===== src/rtl/channel_arb_pkg.sv =====
// Shared definitions for the channel write arbiter slice.
//   arb_state_e : arbiter FSM state encoding (GRANT=0, WAIT=1, PUSH=2)
//   clog2_min1  : pointer/counter width helper, ceil(log2(n)) but never below 1
package channel_arb_pkg;

  typedef enum logic [1:0] {
    ST_GRANT = 2'd0,
    ST_WAIT  = 2'd1,
    ST_PUSH  = 2'd2
  } arb_state_e;

  function automatic int clog2_min1(input int n);
    int w;
    w = $clog2(n);
    if (w < 1) begin
      return 1;
    end else begin
      return w;
    end
  endfunction

endpackage


===== src/rtl/rr_window_pointer.sv =====
// Round-robin grant pointer with a per-grant time window.
// Ports:
//   clk, rst     : clock, synchronous active-high reset
//   advance_now  : move to the next requester immediately and restart the window
//   tick         : one cycle of the window has elapsed while granting
//   grant_id     : current grant pointer, wraps NREQ-1 -> 0
module rr_window_pointer
  import channel_arb_pkg::*;
#(
  parameter int NREQ   = 4,
  parameter int WINDOW = 2
) (
  input  logic                          clk,
  input  logic                          rst,
  input  logic                          advance_now,
  input  logic                          tick,
  output logic [clog2_min1(NREQ)-1:0]   grant_id
);

  localparam int PTR_W = clog2_min1(NREQ);
  localparam int CW    = clog2_min1(WINDOW);
  localparam logic [PTR_W-1:0] LAST_PTR = PTR_W'(NREQ - 1);
  localparam logic [CW-1:0]    LAST_CNT = CW'(WINDOW - 1);

  logic [PTR_W-1:0] r_ptr;
  logic [PTR_W-1:0] w_ptr_next;
  logic [CW-1:0]    r_cnt;

  // Next pointer with explicit wrap so non-power-of-2 NREQ never reaches NREQ.
  always_comb begin
    if (r_ptr == LAST_PTR) begin
      w_ptr_next = {PTR_W{1'b0}};
    end else begin
      w_ptr_next = r_ptr + PTR_W'(1);
    end
  end

  // Pointer and window counter; an accept restarts the window on the next requester.
  always_ff @(posedge clk) begin
    if (rst) begin
      r_ptr <= {PTR_W{1'b0}};
      r_cnt <= {CW{1'b0}};
    end else if (advance_now) begin
      r_ptr <= w_ptr_next;
      r_cnt <= {CW{1'b0}};
    end else if (tick) begin
      if (r_cnt == LAST_CNT) begin
        r_ptr <= w_ptr_next;
        r_cnt <= {CW{1'b0}};
      end else begin
        r_cnt <= r_cnt + CW'(1);
      end
    end else begin
      r_ptr <= r_ptr;
      r_cnt <= r_cnt;
    end
  end

  assign grant_id = r_ptr;

endmodule


===== src/rtl/channel_write_arbiter.sv =====
// Time-slice arbiter sharing one channel write port among NREQ kernels.
// A granted requester's word is captured into a one-entry buffer, then
// replayed to the shared channel: wait for ch_write_ready, pulse ch_write_valid.
// Ports:
//   clk, rst                : clock, synchronous active-high reset
//   req_in_data             : requester i data at [i*WIDTH +: WIDTH]
//   req_write_valid         : per-requester one-cycle write pulse
//   req_write_ready         : one-hot grant, only while in GRANT
//   ch_in_data              : buffered word to the channel (held in every state)
//   ch_write_valid          : one-cycle write pulse to the channel
//   ch_write_ready          : channel can accept a write
//   grant_id                : current grant pointer
//   busy                    : buffer holds data (WAIT or PUSH)
//   xfer_count              : words pushed to the channel, wraps
//   drop_err                : sticky, a non-granted requester pulsed valid
module channel_write_arbiter
  import channel_arb_pkg::*;
#(
  parameter int NREQ   = 4,
  parameter int WIDTH  = 32,
  parameter int WINDOW = 2,
  parameter int CNT_W  = 16
) (
  input  logic                         clk,
  input  logic                         rst,
  input  logic [NREQ*WIDTH-1:0]        req_in_data,
  input  logic [NREQ-1:0]              req_write_valid,
  output logic [NREQ-1:0]              req_write_ready,
  output logic [WIDTH-1:0]             ch_in_data,
  output logic                         ch_write_valid,
  input  logic                         ch_write_ready,
  output logic [clog2_min1(NREQ)-1:0]  grant_id,
  output logic                         busy,
  output logic [CNT_W-1:0]             xfer_count,
  output logic                         drop_err
);

  localparam int PTR_W = clog2_min1(NREQ);

  arb_state_e        r_state;
  arb_state_e        w_next_state;
  logic [PTR_W-1:0]  w_grant_id;
  logic              w_sel_valid;
  logic [WIDTH-1:0]  w_sel_data;
  logic              w_accept;
  logic              w_tick;
  logic [NREQ-1:0]   w_ready;
  logic              w_ch_valid;
  logic              w_busy;
  logic [WIDTH-1:0]  r_buffer;
  logic [CNT_W-1:0]  r_xfer_count;
  logic              r_drop_err;

  rr_window_pointer #(
    .NREQ   (NREQ),
    .WINDOW (WINDOW)
  ) u_ptr (
    .clk         (clk),
    .rst         (rst),
    .advance_now (w_accept),
    .tick        (w_tick),
    .grant_id    (w_grant_id)
  );

  // Select the granted requester's valid and data.
  always_comb begin
    w_sel_valid = 1'b0;
    w_sel_data  = {WIDTH{1'b0}};
    for (int i = 0; i < NREQ; i++) begin
      w_sel_valid = (w_grant_id == PTR_W'(i)) ? req_write_valid[i] : w_sel_valid;
      w_sel_data  = (w_grant_id == PTR_W'(i)) ? req_in_data[i*WIDTH +: WIDTH] : w_sel_data;
    end
  end

  // Accept beats rotation; the window only runs while granting.
  always_comb begin
    w_tick   = (r_state == ST_GRANT);
    w_accept = (r_state == ST_GRANT) && w_sel_valid;
  end

  // State register.
  always_ff @(posedge clk) begin
    if (rst) begin
      r_state <= ST_GRANT;
    end else begin
      r_state <= w_next_state;
    end
  end

  // Next-state logic.
  always_comb begin
    w_next_state = r_state;
    case (r_state)
      ST_GRANT: begin
        if (w_sel_valid) begin
          w_next_state = ST_WAIT;
        end else begin
          w_next_state = ST_GRANT;
        end
      end
      ST_WAIT: begin
        if (ch_write_ready) begin
          w_next_state = ST_PUSH;
        end else begin
          w_next_state = ST_WAIT;
        end
      end
      ST_PUSH: w_next_state = ST_GRANT;
      default: w_next_state = ST_GRANT;
    endcase
  end

  // Output decode from the state register.
  always_comb begin
    w_ready    = {NREQ{1'b0}};
    w_ch_valid = 1'b0;
    w_busy     = 1'b0;
    case (r_state)
      ST_GRANT: begin
        for (int i = 0; i < NREQ; i++) begin
          w_ready[i] = (w_grant_id == PTR_W'(i));
        end
      end
      ST_WAIT: begin
        w_busy = 1'b1;
      end
      ST_PUSH: begin
        w_busy     = 1'b1;
        w_ch_valid = 1'b1;
      end
      default: begin
        w_busy     = 1'b0;
        w_ch_valid = 1'b0;
      end
    endcase
  end

  // Capture buffer; reset discards any pending word.
  always_ff @(posedge clk) begin
    if (rst) begin
      r_buffer <= {WIDTH{1'b0}};
    end else if (w_accept) begin
      r_buffer <= w_sel_data;
    end else begin
      r_buffer <= r_buffer;
    end
  end

  // Transfer counter, one per PUSH cycle, wraps naturally.
  always_ff @(posedge clk) begin
    if (rst) begin
      r_xfer_count <= {CNT_W{1'b0}};
    end else if (r_state == ST_PUSH) begin
      r_xfer_count <= r_xfer_count + CNT_W'(1);
    end else begin
      r_xfer_count <= r_xfer_count;
    end
  end

  // Sticky error: any valid on a requester whose ready is low (covers WAIT/PUSH).
  always_ff @(posedge clk) begin
    if (rst) begin
      r_drop_err <= 1'b0;
    end else begin
      r_drop_err <= r_drop_err | (|(req_write_valid & ~w_ready));
    end
  end

  assign req_write_ready = w_ready;
  assign ch_in_data      = r_buffer;
  assign ch_write_valid  = w_ch_valid;
  assign grant_id        = w_grant_id;
  assign busy            = w_busy;
  assign xfer_count      = r_xfer_count;
  assign drop_err        = r_drop_err;

endmodule

===== config.mk =====
export PLATFORM = sky130hd
export DESIGN_NAME = channel_write_arbiter
export DESIGN_NICKNAME = d
export VERILOG_FILES = /design/src/rtl/channel_arb_pkg.sv /design/src/rtl/rr_window_pointer.sv /design/src/rtl/channel_write_arbiter.sv
export SDC_FILE = /design/constraint.sdc
export NUM_CORES = 1
export LEC_CHECK = 0
export CORE_MARGIN = 1.5
export CORE_UTILIZATION = 38
export DETAILED_ROUTE_END_ITERATION = 16
export HOLD_SLACK_MARGIN = 0.02
export PLACE_DENSITY = 0.79
export SYNTH_ARGS = -nofsm -noshare
export SYNTH_HDL_FRONTEND = slang
export SYNTH_SLANG_ARGS = --single-unit
export TNS_END_PERCENT = 50

===== constraint.sdc =====
create_clock -name clk -period 2.15 [get_ports clk]
set_input_delay 0.43 -clock clk [delete_from_list [all_inputs] [get_ports clk]]
set_output_delay 0.43 -clock clk [all_outputs]
set_load 0.03 [all_outputs]

==> Word-level counts from Yosys, hierarchy flattened <==
Index checks and enable logic that the tools add are counted.
{ "word_totals": {"input_bits": 135, "regBits": 54, "wordCells": 45} }
{ "classes": {"n_addsub": 3, "reduce_logical": 9, "mux": 19, "n_eq_ne": 5, "n_bitwise": 3} }
{ "ops": {"columns": ["cell", "n"], "rows": [
  ["$mux W32", 4],
  ["$add A16 B1 Y16 const B", 1],
  ["$mux W2", 5],
  ["$mux W1", 8],
  ["$eq A2 B2 Y1 const B", 3],
  ["$and A4 B4 Y4", 1],
  ["$eq A2 B1 Y1 const B", 2],
  ["$logic_not A2 Y1", 2],
  ["$mux W4", 1],
  ["$not A4 Y4", 1],
  ["$pmux W2 S2", 1],
  ["$reduce_bool A2 Y1", 2],
  ["$reduce_or A2 Y1", 2],
  ["$reduce_or A4 Y1", 1],
  ["$add A2 B1 Y2 const B", 1],
  ["$reduce_and A2 Y1", 1],
  ["$add A1 B1 Y1 const B", 1],
  ["$logic_and A1 B1 Y1", 1],
  ["$or A1 B1 Y1", 1]
]} }

==> Longest topological paths before layout <==
Gate-level depths: netlist of run 1.
{ "logic_depth": {"word_depth": 8, "ltp_mapped": 9, "ltp_nobuf": 6} }

==> Hierarchy <==
Synthesis of run 1 repeated with hierarchy kept, for this count alone.
{ "hier_totals": {"hier_cells": 303, "hier_area_um2": 2955.3} }
{ "by_module_without_submodules": {"columns": ["module", "n_inst", "area_per_inst_um2", "cells_per_inst", "seq_area_each_um2"], "rows": [
  ["channel_write_arbiter", 1, 2811.4, 290, 1021.0],
  ["rr_window_pointer", 1, 143.9, 13, 60.1]
]} }

==> Worst setup path after synthesis of run 1 <==
Ideal clock, no wire load.
{ "synth_path": {"path_type": "reg-to-reg", "from": "register u_ptr.r_ptr[1] (netlist: u_ptr.grant_id[1])", "to": "register r_buffer[10] (netlist: ch_in_data[10])", "required_time_ns": 2.029, "setup_slack_ns": -0.047, "path_stages_with_launch": 9, "t_arrival_ns": 2.076, "synth_period_minus_slack_ns": 2.197, "path_cell_list": "dfxtp_1 > inv_1 > ha_1 > buf_2 > a21oi_1 > a221oi_2 > o21ai_2 > buf_2 > mux2_2"} }
{ "synth_between": {"elab_chain_len": 6, "word_cells_on_any_way": 13, "classes_between": "3 x eq/ne; 8 x mux; 2 x reduce/logical"} }
{ "synth_lines": {"columns": ["element", "line", "source"], "rows": [
  ["from (decl)", "rr_window_pointer.sv:25", "logic [PTR_W-1:0] r_ptr;"],
  ["from (signal assigned)", "rr_window_pointer.sv:41", "r_ptr <= {PTR_W{1'b0}};"],
  ["from (signal assigned)", "rr_window_pointer.sv:44", "r_ptr <= w_ptr_next;"],
  ["from (signal assigned)", "rr_window_pointer.sv:48", "r_ptr <= w_ptr_next;"],
  ["$logic_not A2 Y1", "channel_write_arbiter.sv:70, channel_write_arbiter.sv:71", null],
  ["$mux W1 (4 in a row)", "channel_write_arbiter.sv:70", "w_sel_valid = (w_grant_id == PTR_W'(i)) ? req_write_valid[i] : w_sel_valid;"],
  ["$logic_and A1 B1 Y1", "channel_write_arbiter.sv:78", "w_accept = (r_state == ST_GRANT) && w_sel_valid;"],
  ["to (signal assigned)", "channel_write_arbiter.sv:141", "r_buffer <= {WIDTH{1'b0}};"],
  ["to (signal assigned)", "channel_write_arbiter.sv:143", "r_buffer <= w_sel_data;"],
  ["to (signal assigned)", "channel_write_arbiter.sv:145", "r_buffer <= r_buffer;"],
  ["to (decl)", "channel_write_arbiter.sv:50", "logic [WIDTH-1:0] r_buffer;"]
]} }
Several ways; a longest one is shown, not always the timed one.
A chain may end at the register's enable or synchronous reset.

==> Final worst setup path of run 1 <==
{ "layout_path": {"from": "register r_state[0]", "to": "output busy"} }
{ "layout_between": {"elab_chain_len": 3, "word_cells_on_any_way": 4, "classes_between": "2 x eq/ne; 1 x mux; 1 x reduce/logical"} }
{ "layout_lines": {"columns": ["element", "line", "source"], "rows": [
  ["from (decl)", "channel_write_arbiter.sv:40", "arb_state_e r_state;"],
  ["from (signal assigned)", "channel_write_arbiter.sv:86", "r_state <= w_next_state;"],
  ["$eq A2 B2 Y1 or $eq A2 B1 Y1 (tied branches)", "channel_write_arbiter.sv:118", "case (r_state)"],
  ["$reduce_or A2 Y1 (no line) (*)", null, null],
  ["$mux W1 (*)", "channel_write_arbiter.sv:118", null],
  ["to (decl)", "channel_write_arbiter.sv:33", "output logic busy,"]
]} }
Mark *: on every way between the ends. The rest lies on a longest branch, timed or not.

==> results.cfg, run 1 <==
[run_status]
status = finished, final reports clean

[cells_and_area]
nNetsFinal = 681
fin_area_sq_um = 5390
area_delta_synth_final_pct = 72.9
drive_above_1_share_pct = 14.8
antenna_cells = 0
final_util_pct = 68.7

[power]
vdd_drop_max_mv = 0.665
p_int_w = 0.00330
clockPowerShare_pct = 12.6
finalPower_w = 0.00553
comb_power_share_pct = 65.0
p_sw_share_pct = 40.4
pwr-share-seq_pct = 22.5
switchingPower_w = 0.00224
leakage_nw = 2.01
powerDensity_nw_per_um2 = 1030

[placed_design]
hpwl_mm = 8.02
io_buffers = 191
placed_area_sq_um = 5250
gp_congestion = 0.782

[critical_path]
crit_arrival_ps = 1640
slowest_delay_ps = 660
critPathMaxFanout = 2
crit_path_start_kind = flip-flop
crit_buf_inv = 2
crit_path_end_kind = output port
crit_chain = inv_1 -> ha_1 -> clkdlybuf4s50_1
crit_family = buffers and inverters
required_ps = 1720
crit_type = flip-flop to output port
critPathSlowestCell = clkdlybuf4s50_1

[timing]
rsz0062_at_grt = false
tns_ps = 0
finalCritPeriodShare_pct = 96.2
worstMarginPinSlew_ps = 528
whs_ps = 503
fmax_ghz = 0.483
slew_headroom_pct = 64.7
min_period_ps = 2070
slew_viol_final = 0
final_hold_viol_count = 0
skew_ps = 5.94
finalSetupViolCount = 0

[detailed_routing]
dr.pass1.iters = 4
dr_wl_met3_microns = 810
routed_wl_mm = 10.4
drt_iter0_drc = 120
wl_met1_mm = 4.18
num_vias = 3431
via_per_inst = 5.35
top_layer_used = met4
wire_per_inst_microns = 16.3
wl_met2_mm = 5.20
ant_nets = 0
drc_errors = 0

[synth]
ys_types = 38
synth_most_common_cell = dfxtp_1
synth_top_flop_cell = dfxtp_1
yosysWarnings = 0
synthCells = 352
synth_top_area_share_pct = 34.7
ys_top_cells_by_area = dfxtp_1 35%, mux2_2 12%, a221oi_1 9.0%
synth-async-reset-ratio_pct = 0
syn_nets = 495
ys_seq_area_share_pct = 34.7
ys_ff_latch = 54
syn_area_per_cell_sq_um = 8.85
synthTopCellsByCount = 54 x dfxtp_1, 36 x nor3_1, 33 x mux2_2, 33 x nor2b_1
synth_edf_count = 0
yosysTopAreaCell = dfxtp_1
syn_area_sq_um = 3120

[run]
maxCapViolCount = 0

[clock_network]
clk_latency_ps = 310
cts_buffers = 5
clockRootBuffer = clkbuf_8
clkTransAtPathRegs_ps = 100
htreeDepth = 2
cts_tree = built
clock_path_buffers = 2
cts.sinks = 54

[global_route]
grt_max_degree = 39
gr-total-overflow = 0
grt_pass1_vias = 3349
grt_antenna_before_repair = 0
grt_util_all_layers_pct = 23.1
grt_pass1_wl_mm = 15.9

[floorplan]
die_y_microns = 93.6
die_area_sq_um = 8750
core_sq_um = 7850
core.rowCount = 32
num_io_pins = 192
die-width_microns = 93.6
start_util_pct = 39.7

[min_path]
hp-class = flip-flop to flip-flop
## through the flow
| stage | std cells | setup WS (ps) |
|---|---|---|
| after floorplan | 352 | 91.8 |
| after global placement | 633 | 19.4 |
| after detailed placement | 633 | -1.16 |
| after CTS | 641 | 18.5 |
| after global routing | 641 | 18.8 |
| final | 641 | 81.6 |
## state kept, by name (all words and copies together), names as in the netlist
signal	flops
ch_in_data	32
drop_err	1
r_state	2
u_ptr.grant_id	2
u_ptr.r_cnt	1
xfer_count	16
## tightest hold or removal path, stage by stage, from the launching register on
cell	delay [ps]
dfxtp_1	330
o21ai_0	70
a21oi_1	60
## power by group through the flow
stage                     registers (W)  logic [W]  clock network [W]
after floorplan                 0.00152    0.00197                  0
after global placement          0.00126    0.00347                  0
after detailed placement        0.00126    0.00356                  0
after CTS                       0.00124    0.00358           0.000706
after global routing            0.00126    0.00387           0.000736
final                           0.00124    0.00360           0.000695
## worst paths after layout
| check | start | endpoint | slack [ps] | cells after the start |
|---|---|---|---|---|
| worst min-delay path | xfer_count[15]$_SDFFE_PP0P_ | xfer_count[15]$_SDFFE_PP0P_ | 500 | 2 |
| worst min register to register | xfer_count[15]$_SDFFE_PP0P_ | xfer_count[15]$_SDFFE_PP0P_ | 500 | 2 |
| worst max register to register | u_ptr.grant_id[1]$_SDFFE_PP0P_ | ch_in_data[0]$_SDFFE_PP0P_ | 100 | 8 |
| worst max-delay path | r_state[0]$_SDFF_PP0_ | busy | 80 | 3 |
## cell usage in the layout (no fill, tap or decap), drive strengths merged, types with 5 or more instances in the layout
| cell type | synthesis | layout |
|---|---|---|
| o22ai | 32 | 32 |
| nand2b | 5 | 5 |
| clkdlybuf4s50 | 0 | 186 |
| xnor2 | 5 | 5 |
| nor3 | 36 | 36 |
| a221oi | 33 | 33 |
| nor2b | 33 | 33 |
| nor2 | 13 | 13 |
| ha | 8 | 8 |
| clkbuf | 23 | 6 |
| nand2 | 9 | 9 |
| nand4 | 6 | 6 |
| dfxtp | 54 | 54 |
| xor2 | 5 | 5 |
| o21ai | 6 | 6 |
| inv | 7 | 7 |
| mux2 | 33 | 33 |
| buf | 10 | 23 |
| a21oi | 9 | 9 |
| or3 | 7 | 7 |
| and2 | 5 | 5 |
## area by class of cell
class                      instances  area [sq um]
fill                             628          2460
timing repair buffer             212          2120
multi-input combinational        258          1920
sequential                        54          1080
tap                              102           128
clock buffer                       5          68.8
clock inverter                     3          45.0
inverter                           7          26.3
## per-layer routing
metal,up-vias,GRT usage [%]
met3,18,5.85
met4,0,7.84
met2,157,41.3
met1,1565,26.4
met5,-,0
li1,1691,-
## logic make-up (layout without fill, tap and decap cells)
logic type | after synthesis | count (layout) | synth area share [%]
AO/OA/AOI/OAI | 84 | 84 | 19.5
XOR/XNOR | 10 | 10 | 2.81
adder cells (fa/ha/maj) | 8 | 8 | 3.21
buffers and inverters | 40 | 227 | 5.10
flip-flops | 54 | 54 | 34.7
multiplexers | 35 | 35 | 12.6
AND/OR/NAND/NOR | 121 | 121 | 22.2
## timing repair
item	in CTS	in global routing
endpoints found under the setup margin	7	21
setup buffers	0	0
resized for setup	5	6
hold buffers	0	0
Power figures use the tool's default switching activity.
==> run 2, diff against run 1 <==
--- a/config.mk
+++ b/config.mk
@@ -5,11 +5,12 @@
 export SDC_FILE = /design/constraint.sdc
 export NUM_CORES = 1
 export LEC_CHECK = 0
+export CAP_MARGIN = 20
 export CORE_MARGIN = 1.5
 export CORE_UTILIZATION = 38
 export DETAILED_ROUTE_END_ITERATION = 16
 export HOLD_SLACK_MARGIN = 0.02
-export PLACE_DENSITY = 0.79
+export PLACE_DENSITY_LB_ADDON = 0.08
 export SYNTH_ARGS = -nofsm -noshare
 export SYNTH_HDL_FRONTEND = slang
 export SYNTH_SLANG_ARGS = --single-unit
==> results.cfg, run 2 (synthesis results as in run 1) <==
[cells_and_area]
fin_area_sq_um = 5300
layout_common_cells = 185 x clkdlybuf4s50_1, 52 x dfxtp_1, 36 x nor3_1
nNetsFinal = 674
fillerInstances = 697
layout_commonest_cell = clkdlybuf4s50_1
area_delta_synth_final_pct = 70.2
drive_above_1_share_pct = 12.8
largest_reg_flops = 32
antenna_cells = 0

[detailed_routing]
wl_met2_mm = 5.38
drc_errors = 0
via_per_inst = 5.42
num_vias = 3438
routed_wl_mm = 10.4
dr_wl_met3_microns = 699
wl_met1_mm = 4.08
drt_iter0_drc = 73
ant_nets = 0
wire_per_inst_microns = 16.3
dr.pass1.iters = 4
top_layer_used = met4

[floorplan]
num_io_pins = 192
start_util_pct = 39.7
die_area_sq_um = 8750
core.rowCount = 32
die-width_microns = 93.6
die_y_microns = 93.6
core_sq_um = 7850

[global_route]
grt_pass1_vias = 3487
grt_util_all_layers_pct = 23.5
grt_pass1_wl_mm = 16.3
grt_antenna_before_repair = 0
grt_max_degree = 89
gr-total-overflow = 0

[critical_path]
crit_arrival_ps = 1620
critPathMaxFanout = 5
required_ps = 1720
endpoint = req_write_ready[0]
crit_path_start_kind = flip-flop
rrSetupSlack_ps = 120
r2r_end = ch_in_data[9]$_SDFFE_PP0P_
crit_path_end_kind = output port
worstSetupStartpoint = u_ptr.grant_id[0]$_SDFFE_PP0P_
reg2reg_depth = 7
timing.rr.start = u_ptr.grant_id[0]$_SDFFE_PP0P_
crit_type = flip-flop to output port

[clock_network]
post_cts_buffers = 0
clockRootBuffer = clkbuf_8
cts.sinks = 54
htreeDepth = 2
clock_path_buffers = 2
clkTransAtPathRegs_ps = 100
postCtsResizedCells = 5
cts_tree = built
clk_latency_ps = 300
postCtsHoldBufs = 0
cts_buffers = 5

[placed_design]
hpwl_mm = 7.63
io_buffers = 191
placed_area_sq_um = 5180
gp_congestion = 0.809

[run]
maxCapViolCount = 0

[power]
powerDensity_nw_per_um2 = 1020
leakage_nw = 1.99
vdd_drop_max_mv = 0.615

[timing]
slew_viol_final = 0
worstMarginPinSlew_ps = 493
min_period_ps = 2050
final_hold_viol_count = 0
rsz0062_at_grt = false
skew_ps = 5.63
tns_ps = 0
slew_headroom_pct = 67.0
finalCritPeriodShare_pct = 95.2
fmax_ghz = 0.489
finalSetupViolCount = 0

[min_path]
hp-class = flip-flop to flip-flop
holdPathStages = 2

[run_status]
status = finished, final reports clean
==> run 2: routing by layer <==
| layer | track usage (%) | vias to the layer above |
|---|---|---|
| li1 | - | 1679 |
| met1 | 26.0 | 1600 |
| met2 | 43.2 | 136 |
| met3 | 6.10 | 23 |
| met4 | 8.08 | 0 |
| met5 | 0 | - |
==> run 2: worst max-delay path, cell delays in order (launching register included) <==
cell and delay (ps):
dfxtp_2 380, inv_1 80, ha_1 210, buf_4 150, and2_1 140, dlygate4sd2_1 350
==> run 2: power by group <==
part | total, W | internal (W) | switching [W]
logic | 0.00346 | 0.00169 | 0.00178
clock network | 0.000679 | 0.000343 | 0.000335
registers | 0.00125 | 0.00117 | 0.0000810
total | 0.00539 | 0.00320 | 0.00219
==> run 2: final cells by class <==
class | instances | area, sq um | area share (%)
multi-input combinational | 258 | 1890 | 35.7
timing repair buffer | 205 | 2070 | 38.9
inverter | 7 | 26.3 | 0.495
sequential | 54 | 1080 | 20.4
clock buffer | 5 | 68.8 | 1.30
clock inverter | 3 | 40.0 | 0.755
tap | 102 | 128 | 2.41
==> run 2: worst min-delay path by stage <==
stage,from,end
final,xfer_count[15]$_SDFFE_PP0P_,xfer_count[15]$_SDFFE_PP0P_
after global routing,xfer_count[15]$_SDFFE_PP0P_,xfer_count[15]$_SDFFE_PP0P_
after CTS,xfer_count[15]$_SDFFE_PP0P_,xfer_count[15]$_SDFFE_PP0P_
after detailed placement,xfer_count[15]$_SDFFE_PP0P_,xfer_count[15]$_SDFFE_PP0P_
after global placement,xfer_count[15]$_SDFFE_PP0P_,xfer_count[15]$_SDFFE_PP0P_
after floorplan,ch_write_ready,r_state[1]$_SDFF_PP0_
==> run 2: metrics by stage <==
step           utilization (%)  power, W  worst slack (ps)  hold slack [ps]  instances
5_1_grt                   67.6   0.00575              1.28              537        634
3_5_place_dp              66.1   0.00473             -23.2              475        626
6_report                  67.6   0.00539               103              487        634
4_1_cts                   67.5   0.00544              48.2              490        634
3_3_place_gp              66.1   0.00466              38.8              467        626
2_1_floorplan                -   0.00349              91.8              551        352
